### src/rtl/seq_mult_ctrl_if.sv
// seq_mult_ctrl_if: operand/result handshake bundle for seq_mult_ctrl.
//   Start       issuer -> multiplier  request a multiply (honoured only when idle)
//   Signed_mode issuer -> multiplier  1 = two's-complement operands
//   Xin, Y      issuer -> multiplier  multiplicand / multiplier, WIDTH bits
//   Busy        multiplier -> issuer  high while an operation is in flight
//   Done        multiplier -> issuer  one-cycle pulse when M is valid
//   M           multiplier -> issuer  2*WIDTH-bit product register
interface seq_mult_ctrl_if #(
    parameter int WIDTH = 8
);
    logic                 Start;
    logic                 Signed_mode;
    logic [WIDTH-1:0]     Xin;
    logic [WIDTH-1:0]     Y;
    logic                 Busy;
    logic                 Done;
    logic [2*WIDTH-1:0]   M;

    modport master (
        output Start, Signed_mode, Xin, Y,
        input  Busy, Done, M
    );

    modport slave (
        input  Start, Signed_mode, Xin, Y,
        output Busy, Done, M
    );
endinterface

### src/rtl/seq_mult_ctrl.sv
// seq_mult_ctrl: sequential shift-and-add multiplier, WIDTH-bit operands,
// 2*WIDTH-bit product, signed or unsigned per operation, with early exit
// once the remaining multiplier bits are all zero.
//   Clk     rising-edge clock
//   Resetn  synchronous active-low reset; aborts any operation in flight
//   bus     seq_mult_ctrl_if slave: Start/Signed_mode/Xin/Y in,
//           Busy/Done/M out (all outputs decoded from registers only)
module seq_mult_ctrl #(
    parameter int WIDTH = 8
) (
    input  logic          Clk,
    input  logic          Resetn,
    seq_mult_ctrl_if.slave bus
);
    localparam int PW = 2 * WIDTH;
    localparam int CW = $clog2(WIDTH + 1);
    localparam logic [CW-1:0] STEP_LAST = CW'(WIDTH);

    typedef enum logic [1:0] {
        IDLE = 2'd0,
        RUN  = 2'd1,
        DONE = 2'd2
    } state_t;

    state_t          state, state_nx;
    logic [PW-1:0]   mag_x, mag_x_nx;
    logic [PW-1:0]   acc, acc_nx;
    logic [PW-1:0]   m_reg, m_nx;
    logic [WIDTH-1:0] mag_y, mag_y_nx;
    logic            neg, neg_nx;
    logic [CW-1:0]   cnt, cnt_nx;

    logic [WIDTH-1:0] x_abs, y_abs;
    logic [PW-1:0]   sum;
    logic [WIDTH-1:0] y_shift;
    logic [CW-1:0]   cnt_inc;

    always_ff @(posedge Clk) begin
        if (!Resetn) begin
            state <= IDLE;
            mag_x <= '0;
            mag_y <= '0;
            acc   <= '0;
            neg   <= 1'b0;
            cnt   <= '0;
            m_reg <= '0;
        end else begin
            state <= state_nx;
            mag_x <= mag_x_nx;
            mag_y <= mag_y_nx;
            acc   <= acc_nx;
            neg   <= neg_nx;
            cnt   <= cnt_nx;
            m_reg <= m_nx;
        end
    end

    always_comb begin
        state_nx = state;
        mag_x_nx = mag_x;
        mag_y_nx = mag_y;
        acc_nx   = acc;
        neg_nx   = neg;
        cnt_nx   = cnt;
        m_nx     = m_reg;

        // Magnitudes as WIDTH-bit unsigned; the most negative value maps
        // onto 2^(WIDTH-1), which still fits.
        x_abs = (bus.Signed_mode && bus.Xin[WIDTH-1]) ? -bus.Xin : bus.Xin;
        y_abs = (bus.Signed_mode && bus.Y[WIDTH-1])   ? -bus.Y   : bus.Y;

        sum     = mag_y[0] ? (acc + mag_x) : acc;
        y_shift = mag_y >> 1;
        cnt_inc = cnt + CW'(1);

        case (state)
            IDLE: begin
                if (bus.Start) begin
                    mag_x_nx = {{WIDTH{1'b0}}, x_abs};
                    mag_y_nx = y_abs;
                    neg_nx   = bus.Signed_mode & (bus.Xin[WIDTH-1] ^ bus.Y[WIDTH-1]);
                    acc_nx   = '0;
                    cnt_nx   = '0;
                    state_nx = RUN;
                end
            end
            RUN: begin
                acc_nx   = sum;
                mag_x_nx = mag_x << 1;
                mag_y_nx = y_shift;
                cnt_nx   = cnt_inc;
                // The result is taken from this step's sum so M only ever
                // sees a finished product.
                if ((y_shift == '0) || (cnt_inc == STEP_LAST)) begin
                    m_nx     = neg ? -sum : sum;
                    state_nx = DONE;
                end
            end
            DONE: begin
                state_nx = IDLE;
            end
            default: begin
                state_nx = IDLE;
            end
        endcase
    end

    assign bus.Busy = (state != IDLE);
    assign bus.Done = (state == DONE);
    assign bus.M    = m_reg;
endmodule

### src/flat_wrapper.sv
// flat-port wrapper written by rule: the top's interface ports become plain ports
module seq_mult_ctrl_flat 
#(
    parameter int WIDTH = 8
)
  (Clk, Resetn, bus_Start, bus_Signed_mode, bus_Xin, bus_Y, bus_Busy, bus_Done, bus_M);
  seq_mult_ctrl_if #(.WIDTH(WIDTH)) bus_i ();
  input  logic Clk;
  input  logic Resetn;
  input wire logic [$bits(bus_i.Start)-1:0] bus_Start;
  input wire logic [$bits(bus_i.Signed_mode)-1:0] bus_Signed_mode;
  input wire logic [$bits(bus_i.Xin)-1:0] bus_Xin;
  input wire logic [$bits(bus_i.Y)-1:0] bus_Y;
  output wire logic [$bits(bus_i.Busy)-1:0] bus_Busy;
  output wire logic [$bits(bus_i.Done)-1:0] bus_Done;
  output wire logic [$bits(bus_i.M)-1:0] bus_M;
  assign bus_i.Start = bus_Start;
  assign bus_i.Signed_mode = bus_Signed_mode;
  assign bus_i.Xin = bus_Xin;
  assign bus_i.Y = bus_Y;
  assign bus_Busy = bus_i.Busy;
  assign bus_Done = bus_i.Done;
  assign bus_M = bus_i.M;
  seq_mult_ctrl #(.WIDTH(WIDTH)) u_core (.Clk(Clk), .Resetn(Resetn), .bus(bus_i));
endmodule
### config.mk
export PLATFORM = sky130hd
export DESIGN_NAME = seq_mult_ctrl_flat
export DESIGN_NICKNAME = d
export VERILOG_FILES = /design/src/rtl/seq_mult_ctrl_if.sv /design/src/rtl/seq_mult_ctrl.sv /design/src/flat_wrapper.sv
export SDC_FILE = /design/constraint.sdc
export NUM_CORES = 1
export LEC_CHECK = 0
export CAP_MARGIN = 40
export CORE_MARGIN = 1
export CORE_UTILIZATION = 55
export DETAILED_ROUTE_END_ITERATION = 8
export GPL_TIMING_DRIVEN = 0
export PLACE_DENSITY_LB_ADDON = 0.15
export SLEW_MARGIN = 20
export SYNTH_ARGS = -nofsm -noshare
export SYNTH_HDL_FRONTEND = slang
export SYNTH_SLANG_ARGS = --single-unit
### constraint.sdc
create_clock -name Clk -period 3.6 [get_ports Clk]
set_input_delay 1.08 -clock Clk [delete_from_list [all_inputs] [get_ports Clk]]
set_output_delay 1.08 -clock Clk [all_outputs]
set_load 0.05 [all_outputs]
## Yosys cells after proc, flatten, opt, wreduce, memory -nomap -nowiden

Cells that the tools add are included.

- Logic and storage cells: 45
- Input port bits: 20
- Memory bits (writable): 0
- Latch bits: 0
- Output and inout port bits: 18
- Memories kept: 0
- Bits in registers: 63
- Bits in read-only memories: 0

- Reduce and logical (&&, ||, !) cells: 11
- Equal/unequal tests: 5
- Shift-type cells: 0
- Divide/modulo/power cells: 0
- Multiplexer cells: 15
- Multipliers: 0
- $lt $le $gt $ge: 0
- Bitwise logic cells: 2
- $add $sub $neg: 5

Operators with widths:

| kind | count |
|---|---|
| $mux W16 | 4 |
| $pmux W16 S2 | 2 |
| $mux W8 | 3 |
| $add A16 B16 Y16 | 1 |
| $neg A16 Y16 | 1 |
| $neg A8 Y8 | 2 |
| $pmux W8 S2 | 1 |
| $logic_not A8 Y1 | 1 |
| $pmux W4 S2 | 1 |
| $reduce_and A2 Y1 | 4 |
| $add A4 B1 Y4 const B | 1 |
| $eq A4 B4 Y1 const B | 1 |
| $mux W2 | 2 |
| $mux W4 | 1 |
| $pmux W2 S2 | 1 |
| $reduce_bool A2 Y1 | 2 |
| $eq A2 B1 Y1 const B | 1 |
| $eq A2 B2 Y1 const B | 1 |
| $logic_and A1 B1 Y1 | 2 |
| $logic_not A2 Y1 | 1 |
| $ne A2 B1 Y1 const B | 1 |
| $ne A2 B2 Y1 const B | 1 |
| $and A1 B1 Y1 | 1 |
| $logic_or A1 B1 Y1 | 1 |
| $xor A1 B1 Y1 | 1 |

## Depth between registers and ports, before layout

- Depth in word-level cells: 5
- Depth in mapped cells: 11
- Depth with buffers taken out: 11

## Worst setup path before layout

Ideal clock, no wire load.

- Path kind: register to register
- From: register u_core.acc[0]
- To: register u_core.m_reg[15], in the netlist u_core.bus.M[15]
- Clock period less this slack: 2.857 ns
- Arrival: 2.732 ns
- Setup slack: 0.743 ns
- Path buffers: 0
- Required time: 3.475 ns
- Cell stages (with the launch flop): 12
- Library setup time: 0.125 ns
- Cell sequence: dfxtp_1 > ha_1 > fa_1 > a211oi_2 > o21a_1 > a211oi_1 > o41ai_1 > xor2_1 > o211a_1 > a41o_1 > xnor2_1 > o2bb2ai_1

- Longest elaborated chain between the ends: 4

RTL lines:

| item | RTL line | RTL |
|---|---|---|
| start, declared | seq_mult_ctrl.sv:27 | `logic [PW-1:0] acc, acc_nx;` |
| start signal, assigned | seq_mult_ctrl.sv:51 | `acc <= acc_nx;` |
| $add A16 B16 Y16 | seq_mult_ctrl.sv:72 | `sum = mag_y[0] ? (acc + mag_x) : acc;` |
| $mux W16 (*) | seq_mult_ctrl.sv:72 |  |
| $neg A16 Y16 | seq_mult_ctrl.sv:95 | `m_nx = neg ? -sum : sum;` |
| $mux W16 (*) | seq_mult_ctrl.sv:95 |  |
| end signal, assigned | seq_mult_ctrl.sv:54 | `m_reg <= m_nx;` |
| end, declared | seq_mult_ctrl.sv:28 | `logic [PW-1:0] m_reg, m_nx;` |

Mark *: on every way between the ends. The rest lies on a longest branch, timed or not.
A chain may end at the register's enable or synchronous reset.

## Worst setup path in the final report

- From: register u_core.mag_x[0]
- To: register u_core.m_reg[15], in the netlist u_core.bus.M[15]

- Longest elaborated chain between the ends: 4

RTL lines:

| item | RTL line | RTL |
|---|---|---|
| start, declared | seq_mult_ctrl.sv:26 | `logic [PW-1:0] mag_x, mag_x_nx;` |
| start signal, assigned | seq_mult_ctrl.sv:49 | `mag_x <= mag_x_nx;` |
| $add A16 B16 Y16 (*) | seq_mult_ctrl.sv:72 |  |
| $mux W16 (*) | seq_mult_ctrl.sv:72 |  |
| $neg A16 Y16 | seq_mult_ctrl.sv:95 |  |
| $mux W16 (*) | seq_mult_ctrl.sv:95 |  |

Marks and branches as above.

==> run_results.csv <==
group,metric,value,unit
run_status,status,"completed",
sta,setup_violations,0,
synth,synth_ff_type,"dfxtp_1",
synth,ys_warn_count,0,
critical_path,cp_slowest_cell,"o41ai_1",
synth,syn-cell-area,3980,um^2
sta,holdWs,464,ps
floorplan,core-area,6870,um^2
placed_design,hpwlAfterDp,7.80,mm
critical_path,r2r_cells,11,
final_layout,design_area,4640,um^2
placed_design,gp_congestion,0.887,
clock_network,clk_latency,350,ps
sta,fmax,306,MHz
drt,ant_nets,0,
placed_design,port_buffers,36,
grt,grt_max_degree,12,
synth,synth_edf_count,0,
clock_network,postCtsSetupRepairBufs,0,
sta,min_period,3270,ps
drt,vias_per_cell,6.05,
final_layout,area_growth,16.8,%
final_layout,num_antenna_cells,0,
final_layout,mostFrequentLayoutCells,"nand2_1, dfxtp_1, a21oi_1",
sta,fin_crit_sh,90.9,%
placed_design,placed_cell_area,4460,um^2
grt,grt_use_total,29.0,%
final_layout,layoutNonFillerInstCount,651,
critical_path,rr_endpoint,"u_core.bus.M[15]$_SDFFE_PN0P_",
synth,ys_ff_latch,63,
clock_network,cts_sinks,63,
grt,grt_pass1_vias,3556,
synth,syn_inst,503,
sta,rsz0062_at_grt,"no",
sta,slew-limit-headroom,49.1,%
clock_network,root_buffer,"clkbuf_8",
critical_path,critPathKind,"flip-flop to flip-flop",
power,power.density,372,nW/um^2
critical_path,crit_end,"u_core.bus.M[15]$_SDFFE_PN0P_",
drt,drcViolationCount,0,
final_layout,drive_above_1_share,6.31,%
floorplan,start_util,57.9,%
drt,first_pass_iters,5,
grt,grt_pass1_wl,16.9,mm
clock_network,cts_tree,"built",
synth,syn_area_per_cell,7.90,um^2
power,peakVddDrop,0.000157,V
critical_path,required,3840,ps
grt,antenna_found_initial,0,
sta,slew_violations,0,
grt,gr-total-overflow,0,
sta,tns,0,ps
power,leakage,1.69,nW
synth,postSynth.asyncResetShare,0,%
critical_path,cp-end-kind,"flip-flop",
floorplan,die_w,87.0,um
sta,hold_viol,0,
drt,wl,10.5,mm
critical_path,reg2reg_from,"u_core.mag_x[0]$_SDFFE_PN0P_",
clock_network,h-tree-depth,3,
clock_network,cts_hold_buf,0,
clock_network,cts.path.max_buffers,2,
sta,worst_slew_pin_slew,763,ps
synth,seq_area_frac_synth,31.7,%
clock_network,cts_buffers,9,
critical_path,crit_chain,"ha_1 > fa_1 > a211oi_2 > o21a_1 > a211oi_1 > o41ai_1 > xor2_1 > o211a_1 > a41o_1 > xnor2_1 > o2bb2ai_1",
critical_path,crit_fanout,5,
floorplan,ioPinCount,38,
critical_path,r2r_slack,330,ps
critical_path,cpPeakStageDelay,440,ps
min_path,hold_path.class,"flip-flop to flip-flop",
sta,fin_skew,6.95,ps
clock_network,post_cts_resized,0,
critical_path,worstPathArrival,3510,ps
job,maxCapViolations,0,
floorplan,die-area,7570,um^2
critical_path,start_kind,"flip-flop",
final_layout,nNetsFinal,590,
synth,syn-num-nets,543,
clock_network,clk_transition_reported_paths,70,ps
floorplan,die_h,87.0,um
drt,vias,3937,
floorplan,row_count,30,
placed_design,placedCellCount,635,
critical_path,critPathLaunch,"u_core.mag_x[0]$_SDFFE_PN0P_",
drt,drt-initial-drc-count,228,
final_layout,fin_util,67.6,%
drt,drt-wirelength-per-cell,16.1,um
synth,yosysUniqueCellTypes,67,
## layout make-up
class                   instances  area (um^2)
well taps                      96          120
repair buffers                 36          360
flip-flops and latches         63         1260
inverters                      13         48.8
clock buffers                  10          128
multi-input cells             400         2560
fillers                       608         2220
plain buffers                  27          108
clock inverters                 6         61.3
## metrics by stage
step                total power [mW]  setup WS (ps)
floorplan                       1.00            743
global placement                1.12            433
detailed placement              1.12            364
CTS                             1.72            363
global route                    1.79            176
finish                          1.73            329
## state kept, by name, indices dropped and copies added, names as in the netlist
register      cells
u_core.acc       16
u_core.bus.M     16
u_core.mag_x     16
u_core.mag_y      8
u_core.cnt        4
u_core.state      2
u_core.neg        1
## critical path: cells and delay by family (launching register included)
kind / cells / cell delay [ps]
AO/OA/AOI/OAI: 7 / 1840
adder cells (fa/ha/maj): 2 / 680
flip-flops: 1 / 340
XOR/XNOR: 2 / 290
## cells in the mapped netlist (2+ instances only)
cell / instances / area, um^2
clkbuf_1: 21 / 78.8
o221ai_1: 2 / 17.5
o211ai_1: 3 / 22.5
buf_1: 3 / 11.3
nand4_1: 2 / 12.5
nor3_1: 13 / 65.1
nand3_1: 26 / 130
inv_1: 13 / 48.8
dfxtp_1: 63 / 1260
nor3_2: 2 / 20.0
a311oi_2: 2 / 30.0
o21ai_0: 20 / 100
a211oi_1: 7 / 52.6
a22oi_1: 13 / 97.6
o21a_1: 5 / 37.5
a21oi_1: 58 / 290
ha_1: 19 / 238
nand2b_1: 5 / 31.3
a221oi_1: 2 / 17.5
o31ai_1: 4 / 30.0
mux2i_1: 3 / 30.0
buf_2: 2 / 10.0
nor3b_1: 2 / 15.0
a21o_1: 4 / 30.0
o22ai_1: 4 / 25.0
o2bb2ai_1: 2 / 17.5
a31oi_1: 13 / 81.3
and2_1: 3 / 18.8
xnor2_1: 15 / 131
a32oi_1: 2 / 17.5
nor2_1: 52 / 195
nor2b_1: 6 / 37.5
o21bai_1: 2 / 15.0
xor2_1: 15 / 131
nand2_1: 63 / 236
## cell families after synthesis
group / synth area share, %
and+or+nand+nor: 21.8
AOI/OAI and AO/OA: 28.0
DFF: 31.7
buffers and inverters: 3.93
xor gates and xnor gates: 7.30
adders and majority gates: 6.48
muxes: 0.755
## layer usage
layer,up-vias,wire [um],track usage [%]
met1,1815,4510,38.2
met2,171,4800,45.7
met5,-,0,0
li1,1926,-,-
met4,0,301,14.1
met3,25,843,5.40
## worst min-delay path by stage
stage	from	end	slack [ps]	cells past startpoint
after global routing	u_core.bus.M[13]$_SDFFE_PN0P_	u_core.bus.M[13]$_SDFFE_PN0P_	490	2
after global placement	u_core.bus.M[15]$_SDFFE_PN0P_	u_core.bus.M[15]$_SDFFE_PN0P_	450	2
after floorplan	u_core.cnt[3]$_SDFFE_PN0P_	u_core.cnt[3]$_SDFFE_PN0P_	440	1
after CTS	u_core.bus.M[15]$_SDFFE_PN0P_	u_core.bus.M[15]$_SDFFE_PN0P_	470	2
after detailed placement	u_core.bus.M[15]$_SDFFE_PN0P_	u_core.bus.M[15]$_SDFFE_PN0P_	460	2
final	u_core.bus.M[15]$_SDFFE_PN0P_	u_core.bus.M[15]$_SDFFE_PN0P_	460	2
## power by group
part	leakage (nW)	switching, mW	internal, mW	total, mW
sequential	0.511	0.0226	0.723	0.746
combinational	1.08	0.249	0.120	0.369
clock	0.0960	0.296	0.317	0.613
No activity file was read; power rests on OpenSTA's default activity.
